--- config.mk ---
export PLATFORM = sky130hd
export DESIGN_NAME = axi_lite_ipif_bridge
export DESIGN_NICKNAME = d
export VERILOG_FILES = /design/src/rtl/axi_lite_ipif_bridge.sv
export SDC_FILE = /design/constraint.sdc
export NUM_CORES = 1
export LEC_CHECK = 0
export BUFFER_PORTS_ARGS = -buffer_cell sky130_fd_sc_hd__clkbuf_2
export CELL_PAD_IN_SITES_DETAIL_PLACEMENT = 1
export CELL_PAD_IN_SITES_GLOBAL_PLACEMENT = 1
export CORE_MARGIN = 1.5
export CORE_UTILIZATION = 36
export DETAILED_ROUTE_END_ITERATION = 16
export GPL_ROUTABILITY_DRIVEN = 1
export PLACE_DENSITY = 0.82
export SYNTH_ARGS = -nofsm -noshare
export SYNTH_HDL_FRONTEND = slang
export SYNTH_SLANG_ARGS = --single-unit
--- constraint.sdc ---
create_clock -name S_AXI_ACLK -period 2.6 [get_ports S_AXI_ACLK]
set_input_delay 0 -clock S_AXI_ACLK [delete_from_list [all_inputs] [get_ports S_AXI_ACLK]]
set_output_delay 0 -clock S_AXI_ACLK [all_outputs]
set_load 0.05 [all_outputs]
--- src/rtl/axi_lite_ipif_bridge.sv ---
// AXI4-Lite slave that turns each register access into one IPIF cycle.
// Ports: S_AXI_* AXI4-Lite slave (AW/W/B/AR/R), Bus2IP_* request side,
//   IP2Bus_* completion side. Clock/reset forwarded as Bus2IP_Clk/Resetn.
// Option: define IPIF_BRIDGE_TIMEOUT_EN to bound the ack wait to
//   C_TIMEOUT_CYCLES cycles (SLVERR on expiry).
module axi_lite_ipif_bridge #(
  parameter int C_S_AXI_DATA_WIDTH = 32,
  parameter int C_S_AXI_ADDR_WIDTH = 32,
  parameter int C_TIMEOUT_CYCLES   = 64
) (
  input  logic                            S_AXI_ACLK,
  input  logic                            S_AXI_ARESETN,
  input  logic [C_S_AXI_ADDR_WIDTH-1:0]   S_AXI_AWADDR,
  input  logic                            S_AXI_AWVALID,
  output logic                            S_AXI_AWREADY,
  input  logic [C_S_AXI_DATA_WIDTH-1:0]   S_AXI_WDATA,
  input  logic [C_S_AXI_DATA_WIDTH/8-1:0] S_AXI_WSTRB,
  input  logic                            S_AXI_WVALID,
  output logic                            S_AXI_WREADY,
  output logic [1:0]                      S_AXI_BRESP,
  output logic                            S_AXI_BVALID,
  input  logic                            S_AXI_BREADY,
  input  logic [C_S_AXI_ADDR_WIDTH-1:0]   S_AXI_ARADDR,
  input  logic                            S_AXI_ARVALID,
  output logic                            S_AXI_ARREADY,
  output logic [C_S_AXI_DATA_WIDTH-1:0]   S_AXI_RDATA,
  output logic [1:0]                      S_AXI_RRESP,
  output logic                            S_AXI_RVALID,
  input  logic                            S_AXI_RREADY,
  output logic                            Bus2IP_Clk,
  output logic                            Bus2IP_Resetn,
  output logic [C_S_AXI_ADDR_WIDTH-1:0]   Bus2IP_Addr,
  output logic                            Bus2IP_CS,
  output logic                            Bus2IP_RNW,
  output logic [C_S_AXI_DATA_WIDTH-1:0]   Bus2IP_Data,
  output logic [C_S_AXI_DATA_WIDTH/8-1:0] Bus2IP_BE,
  input  logic [C_S_AXI_DATA_WIDTH-1:0]   IP2Bus_Data,
  input  logic                            IP2Bus_RdAck,
  input  logic                            IP2Bus_WrAck,
  input  logic                            IP2Bus_Error
);

  localparam logic [1:0] OKAY   = 2'b00;
  localparam logic [1:0] SLVERR = 2'b10;

  if (C_TIMEOUT_CYCLES < 2) begin : g_bad_timeout
    $error("C_TIMEOUT_CYCLES must be at least 2");
  end

  typedef enum logic [2:0] {
    IDLE, WR_REQ, WR_RESP, RD_REQ, RD_RESP
  } state_t;

  state_t state_q, state_d;

  logic idle;
  logic take_wr, take_rd;
  logic wr_done, rd_done;
  logic tmo;
  logic last_rd_q;
  logic acc_wr_q, acc_rd_q;

  assign Bus2IP_Clk    = S_AXI_ACLK;
  assign Bus2IP_Resetn = S_AXI_ARESETN;

  assign idle = (state_q == IDLE);

  // Both pending: serve whichever type did not go last.
  assign take_wr = S_AXI_AWVALID && S_AXI_WVALID &&
                   (last_rd_q || !S_AXI_ARVALID);
  assign take_rd = S_AXI_ARVALID && !take_wr;

  assign Bus2IP_CS = (state_q == WR_REQ) ||
                     (state_q == RD_REQ);

  assign wr_done = (state_q == WR_REQ) &&
                   (IP2Bus_WrAck || tmo);
  assign rd_done = (state_q == RD_REQ) &&
                   (IP2Bus_RdAck || tmo);

`ifdef IPIF_BRIDGE_TIMEOUT_EN
  localparam int CW = $clog2(C_TIMEOUT_CYCLES);

  logic [CW-1:0] tmo_q;

  // Zero on the first CS cycle, +1 per cycle CS is held.
  always_ff @(posedge S_AXI_ACLK or negedge S_AXI_ARESETN) begin
    if (!S_AXI_ARESETN) begin
      tmo_q <= '0;
    end else if (Bus2IP_CS) begin
      tmo_q <= tmo_q + 1'b1;
    end else begin
      tmo_q <= '0;
    end
  end

  assign tmo = Bus2IP_CS &&
               (tmo_q == CW'(C_TIMEOUT_CYCLES - 1));
`else
  assign tmo = 1'b0;
`endif

  always_ff @(posedge S_AXI_ACLK or negedge S_AXI_ARESETN) begin
    if (!S_AXI_ARESETN) begin
      state_q <= IDLE;
    end else begin
      state_q <= state_d;
    end
  end

  always_comb begin
    state_d = state_q;
    unique case (state_q)
      IDLE: begin
        if (take_wr) begin
          state_d = WR_REQ;
        end else if (take_rd) begin
          state_d = RD_REQ;
        end
      end
      WR_REQ: begin
        if (wr_done) state_d = WR_RESP;
      end
      WR_RESP: begin
        if (S_AXI_BREADY) state_d = IDLE;
      end
      RD_REQ: begin
        if (rd_done) state_d = RD_RESP;
      end
      RD_RESP: begin
        if (S_AXI_RREADY) state_d = IDLE;
      end
      default: state_d = IDLE;
    endcase
  end

  always_ff @(posedge S_AXI_ACLK or negedge S_AXI_ARESETN) begin
    if (!S_AXI_ARESETN) begin
      acc_wr_q    <= 1'b0;
      acc_rd_q    <= 1'b0;
      last_rd_q   <= 1'b1;
      Bus2IP_Addr <= '0;
      Bus2IP_Data <= '0;
      Bus2IP_BE   <= '0;
      Bus2IP_RNW  <= 1'b1;
      S_AXI_RDATA <= '0;
      S_AXI_BRESP <= OKAY;
      S_AXI_RRESP <= OKAY;
    end else begin
      acc_wr_q <= idle && take_wr;
      acc_rd_q <= idle && take_rd;
      if (idle && take_wr) begin
        Bus2IP_Addr <= S_AXI_AWADDR;
        Bus2IP_Data <= S_AXI_WDATA;
        Bus2IP_BE   <= S_AXI_WSTRB;
        Bus2IP_RNW  <= 1'b0;
        last_rd_q   <= 1'b0;
      end else if (idle && take_rd) begin
        Bus2IP_Addr <= S_AXI_ARADDR;
        Bus2IP_BE   <= '1;
        Bus2IP_RNW  <= 1'b1;
        last_rd_q   <= 1'b1;
      end
      // An ack in the expiry cycle still wins over the timeout.
      if (wr_done) begin
        S_AXI_BRESP <= (IP2Bus_WrAck && !IP2Bus_Error) ?
                       OKAY : SLVERR;
      end
      if (rd_done) begin
        S_AXI_RRESP <= (IP2Bus_RdAck && !IP2Bus_Error) ?
                       OKAY : SLVERR;
        S_AXI_RDATA <= IP2Bus_RdAck ? IP2Bus_Data : '0;
      end
    end
  end

  assign S_AXI_AWREADY = acc_wr_q;
  assign S_AXI_WREADY  = acc_wr_q;
  assign S_AXI_ARREADY = acc_rd_q;
  assign S_AXI_BVALID  = (state_q == WR_RESP);
  assign S_AXI_RVALID  = (state_q == RD_RESP);

endmodule

== Word-level counts from Yosys, hierarchy flattened ==
Cells that the tools add are included.
Operators by class
  equal/unequal tests: 9
  muxes and demuxes: 16
  reduce and logical (&&, ||, !) cells: 17
Operators by type and width (count)
  $mux 32: 3
  $mux 3: 6
  $pmux 3 s5: 1
  $logic_and 1x1->1: 9
  $mux 4: 2
  $eq 3x2->1 const B: 2
  $reduce_and 5->1: 1
  $mux 2: 2
  $ne 2x1->1 const B: 2
  $ne 2x2->1 const B: 2
  $eq 3x1->1 const B: 1
  $eq 3x3->1 const B: 1
  $logic_not 1->1: 3
  $logic_not 3->1: 1
  $ne 3x1->1 const B: 1
  $logic_or 1x1->1: 2
  $mux 1: 2
  $reduce_bool 2->1: 1
Word-level totals
  input bits: 142
  logic and storage cells: 52
  bits in registers: 110

== Depth between registers and ports, before layout ==
  word-level depth: 8
  depth in mapped cells: 6
  gate-level depth less buffers: 5

==> summary.txt <==
EDFF count, synth - 0
Crit path depth - 2
# IOs - 255
Slew margin rel. - 23.6%
Asr flop ratio synth - 100%
DRC - 0
Period Utilization, post-route - 88.3%
Initial antenna violation count - 0
Mapped cell area - 4470 µm²
Clock Path Buffers - 2
Static Leak - 3.61 nW
Overall Global Routing Usage - 27.1%
Crit path DAT - 2.52 ns
Total power - 0.0104 W
CP startpoint kind - flop
RSZ-0062 raised after global routing - false
Number of global-route vias before repair - 5002
Clk_lat worst skew - 0.35 ns
Cells along the critical path - nand4b_2, mux2_2
Final Non-Filler Cells - 876
Layout cells sized above 1 - 49.0%
MaxCap Viol Count - 0
Delay-heaviest family, CP - simple AND/OR/NAND/NOR gates
Synth cell count leaders - dfrtp_1, mux2_2, nor2_1
Peak supply drop - 0.685 mV
Setup TNS - 0 ns
Crit Path Category - flop to flop
Worst min path class - primary input to flop
Fill cells - 1289
Worst reg2reg setup slack - 0.31 ns
Final setup vio count - 0
Largest net degree at the start of global routing - 55
PwrDens - 1400 nW/µm²
First DRT Iteration DRCs - 126
Post-Syn Area per Cell - 13.6 µm²
R2R Path Start - state_q[1]$_DFFE_PN0P_
Main combinational cell family by area after synthesis - multiplexers
Compound-Gate Fraction of Synth Area - 11.9%
Final wirelength - 17.3 mm
Fmax achieved - 436 MHz
Critical Path Sink - S_AXI_RDATA[6]$_DFFE_PN0P_
CTS tree - yes
Post-Synth Adder-Cell Area - 0%
Initial Utilization - 37.1%
Warnings, synthesis - 0
DP Cell Count - 730
Largest area contributor in the netlist - dfrtp_1
Die height - 114 µm
Most frequent cell after synthesis - dfrtp_1
Worst-margin pin slew - 1.14 ns
Root Driver - clkbuf_16
Outcome - finished clean
Final setup skew - 0.00600 ns
Drt wl/cell - 19.7 µm
Chip width - 114 µm
Worst Hold Slack - 0.00707 ns
Overflow after GRT - 0
Max stage delay cell, worst path - nand4b_2
Gpl congestion - 0.742
Top_reg_cell synth - dfrtp_1
H-tree levels - 3
Synth Area in Simple Gates - 6.33%
Port buffer count - 252
Via count - 4233
Drt pass-1 iters - 4
Sequential Area - 2700 µm²
First-pass GRT wire length - 26.8 mm
Synth top area share - 59.9%
Slew Limit Fails - 0
Cells after Synth - 329
Antenna viol nets, final - 0
Area grow syn2layout - 66.4%
Critical Path Fanout Max - 34
Sequential area share after synthesis - 60.5%
Fin. Hold Viols - 0
Post-synthesis mux area share - 17.1%
Hpwl dp - 9.40 mm
CTS clock-pin slew for the worst setup and hold paths - 0.07 ns
CP endpoint kind - flop
Reg-to-reg endpoint - S_AXI_RDATA[6]$_DFFE_PN0P_
Netlist cell types - 33
Yosys reg bits - 108
WP buf/inv - 0
Reg2Reg Depth - 2
Critical path required time - 2.82 ns
# rows - 40
Die area - 13100 µm²
Cts bufs inserted - 9
Multi-input gate area in the final layout - 1590 µm²
Post-Synth XOR/XNOR Area - 0%
Antenna cells - 0
Slowest stage delay, CP - 0.95 ns
Top post-synthesis cells by area - dfrtp_1, mux2_2, mux2_1, a21oi_2, o22ai_1
Crit path time final - 2.29 ns
Crit path from - state_q[1]$_DFFE_PN0P_
Drt via density - 4.83
Final-stage net count - 846
Post-CTS Resized - 0
Core Area - 12100 µm²
==> sequential cells by signal, indices dropped and copies added, names as in the netlist <==
register       flops
S_AXI_AWREADY      1
Bus2IP_Addr       32
S_AXI_RRESP        1
S_AXI_BRESP        1
S_AXI_ARREADY      1
Bus2IP_BE          4
state_q            3
S_AXI_RDATA       32
last_rd_q          1
Bus2IP_Data       32
==> per-stage QoR <==
| stage | cell area [µm²] | util [%] | worst slack [ns] |
|---|---|---|---|
| after floorplan | 4470 | - | 0.142 |
| after global placement | 5810 | 48.2 | 0.469 |
| after detailed placement | 5810 | 48.2 | 0.316 |
| after CTS | 7440 | 61.7 | 0.324 |
| after global routing | 7440 | 61.7 | 0.0942 |
| final | 7440 | 61.7 | 0.305 |
==> layout make-up <==
class / count / area share, %
timing repair buffer: 387 / 35.1
multi-input combinational: 195 / 21.4
sequential: 108 / 36.3
clock buffer: 10 / 3.10
inverter: 2 / 0.135
clock inverter: 6 / 1.18
tap: 168 / 2.83
==> how the worst min path moves through the flow <==
stage	from	to	slack [ns]	cells past startpoint
after CTS	S_AXI_ARADDR[8]	Bus2IP_Addr[8]$_DFFE_PN0P_	0.0008	3
after floorplan	S_AXI_ARESETN	Bus2IP_Addr[0]$_DFFE_PN0P_	-0.30	0
after detailed placement	S_AXI_ARESETN	Bus2IP_Addr[9]$_DFFE_PN0P_	-0.06	1
final	S_AXI_ARADDR[8]	Bus2IP_Addr[8]$_DFFE_PN0P_	0.007	3
after global placement	S_AXI_ARESETN	Bus2IP_Addr[9]$_DFFE_PN0P_	-0.07	1
after global routing	S_AXI_ARADDR[8]	Bus2IP_Addr[8]$_DFFE_PN0P_	0.009	3
==> what timing repair did <==
action / CTS / global route
hold endpoints to repair: 127 / 0
setup buffers: 0 / 0
hold buffers: 131 / 0
==> power breakdown <==
| group | switching [W] | internal [W] |
|---|---|---|
| Combinational | 0.00432 | 0.00153 |
| Clock | 0.000707 | 0.000851 |
| Sequential | 0.000530 | 0.00250 |
| Total | 0.00556 | 0.00489 |
==> worst reg2reg max path, stage by stage, from the launching register on <==
cell and delay (ns):
dfrtp_1 0.57, nand4b_2 0.95, mux2_2 0.66
==> cell families (layout without fill, tap and decap cells) <==
logic type / count (synthesis) / after routing
AOI/OAI and AO/OA: 72 / 72
buffers and inverters: 27 / 405
DFF: 108 / 108
muxes: 68 / 68
other: 1 / 2
and+or+nand+nor: 53 / 53
==> placed cells by master (no fill, tap or decap), types with 2 or more instances in the layout <==
cell and instances:
a21oi_1 4, a21oi_2 30, buf_4 6, bufinv_16 2, clkbuf_16 9, clkbuf_2 251
clkinvlp_4 2, conb_1 2, dfrtp_1 107, dlygate4sd3_1 131, mux2_1 29, mux2_2 38
nand2_1 3, nand2b_1 2, nor2_1 35, nor3b_1 2, o22a_1 4, o22ai_1 32
==> metal layers <==
metal | vias to the layer above | global-route usage, % | share of wire (%) | routed length [µm]
met5 | - | 0 | 0 | 0
met2 | 184 | 53.7 | 57 | 9870
met3 | 55 | 5.56 | 5.0 | 864
li1 | 1912 | - | - | -
met1 | 2082 | 26.2 | 34 | 5840
met4 | 0 | 13.7 | 4.1 | 701
(Power assumes the default switching activity.)
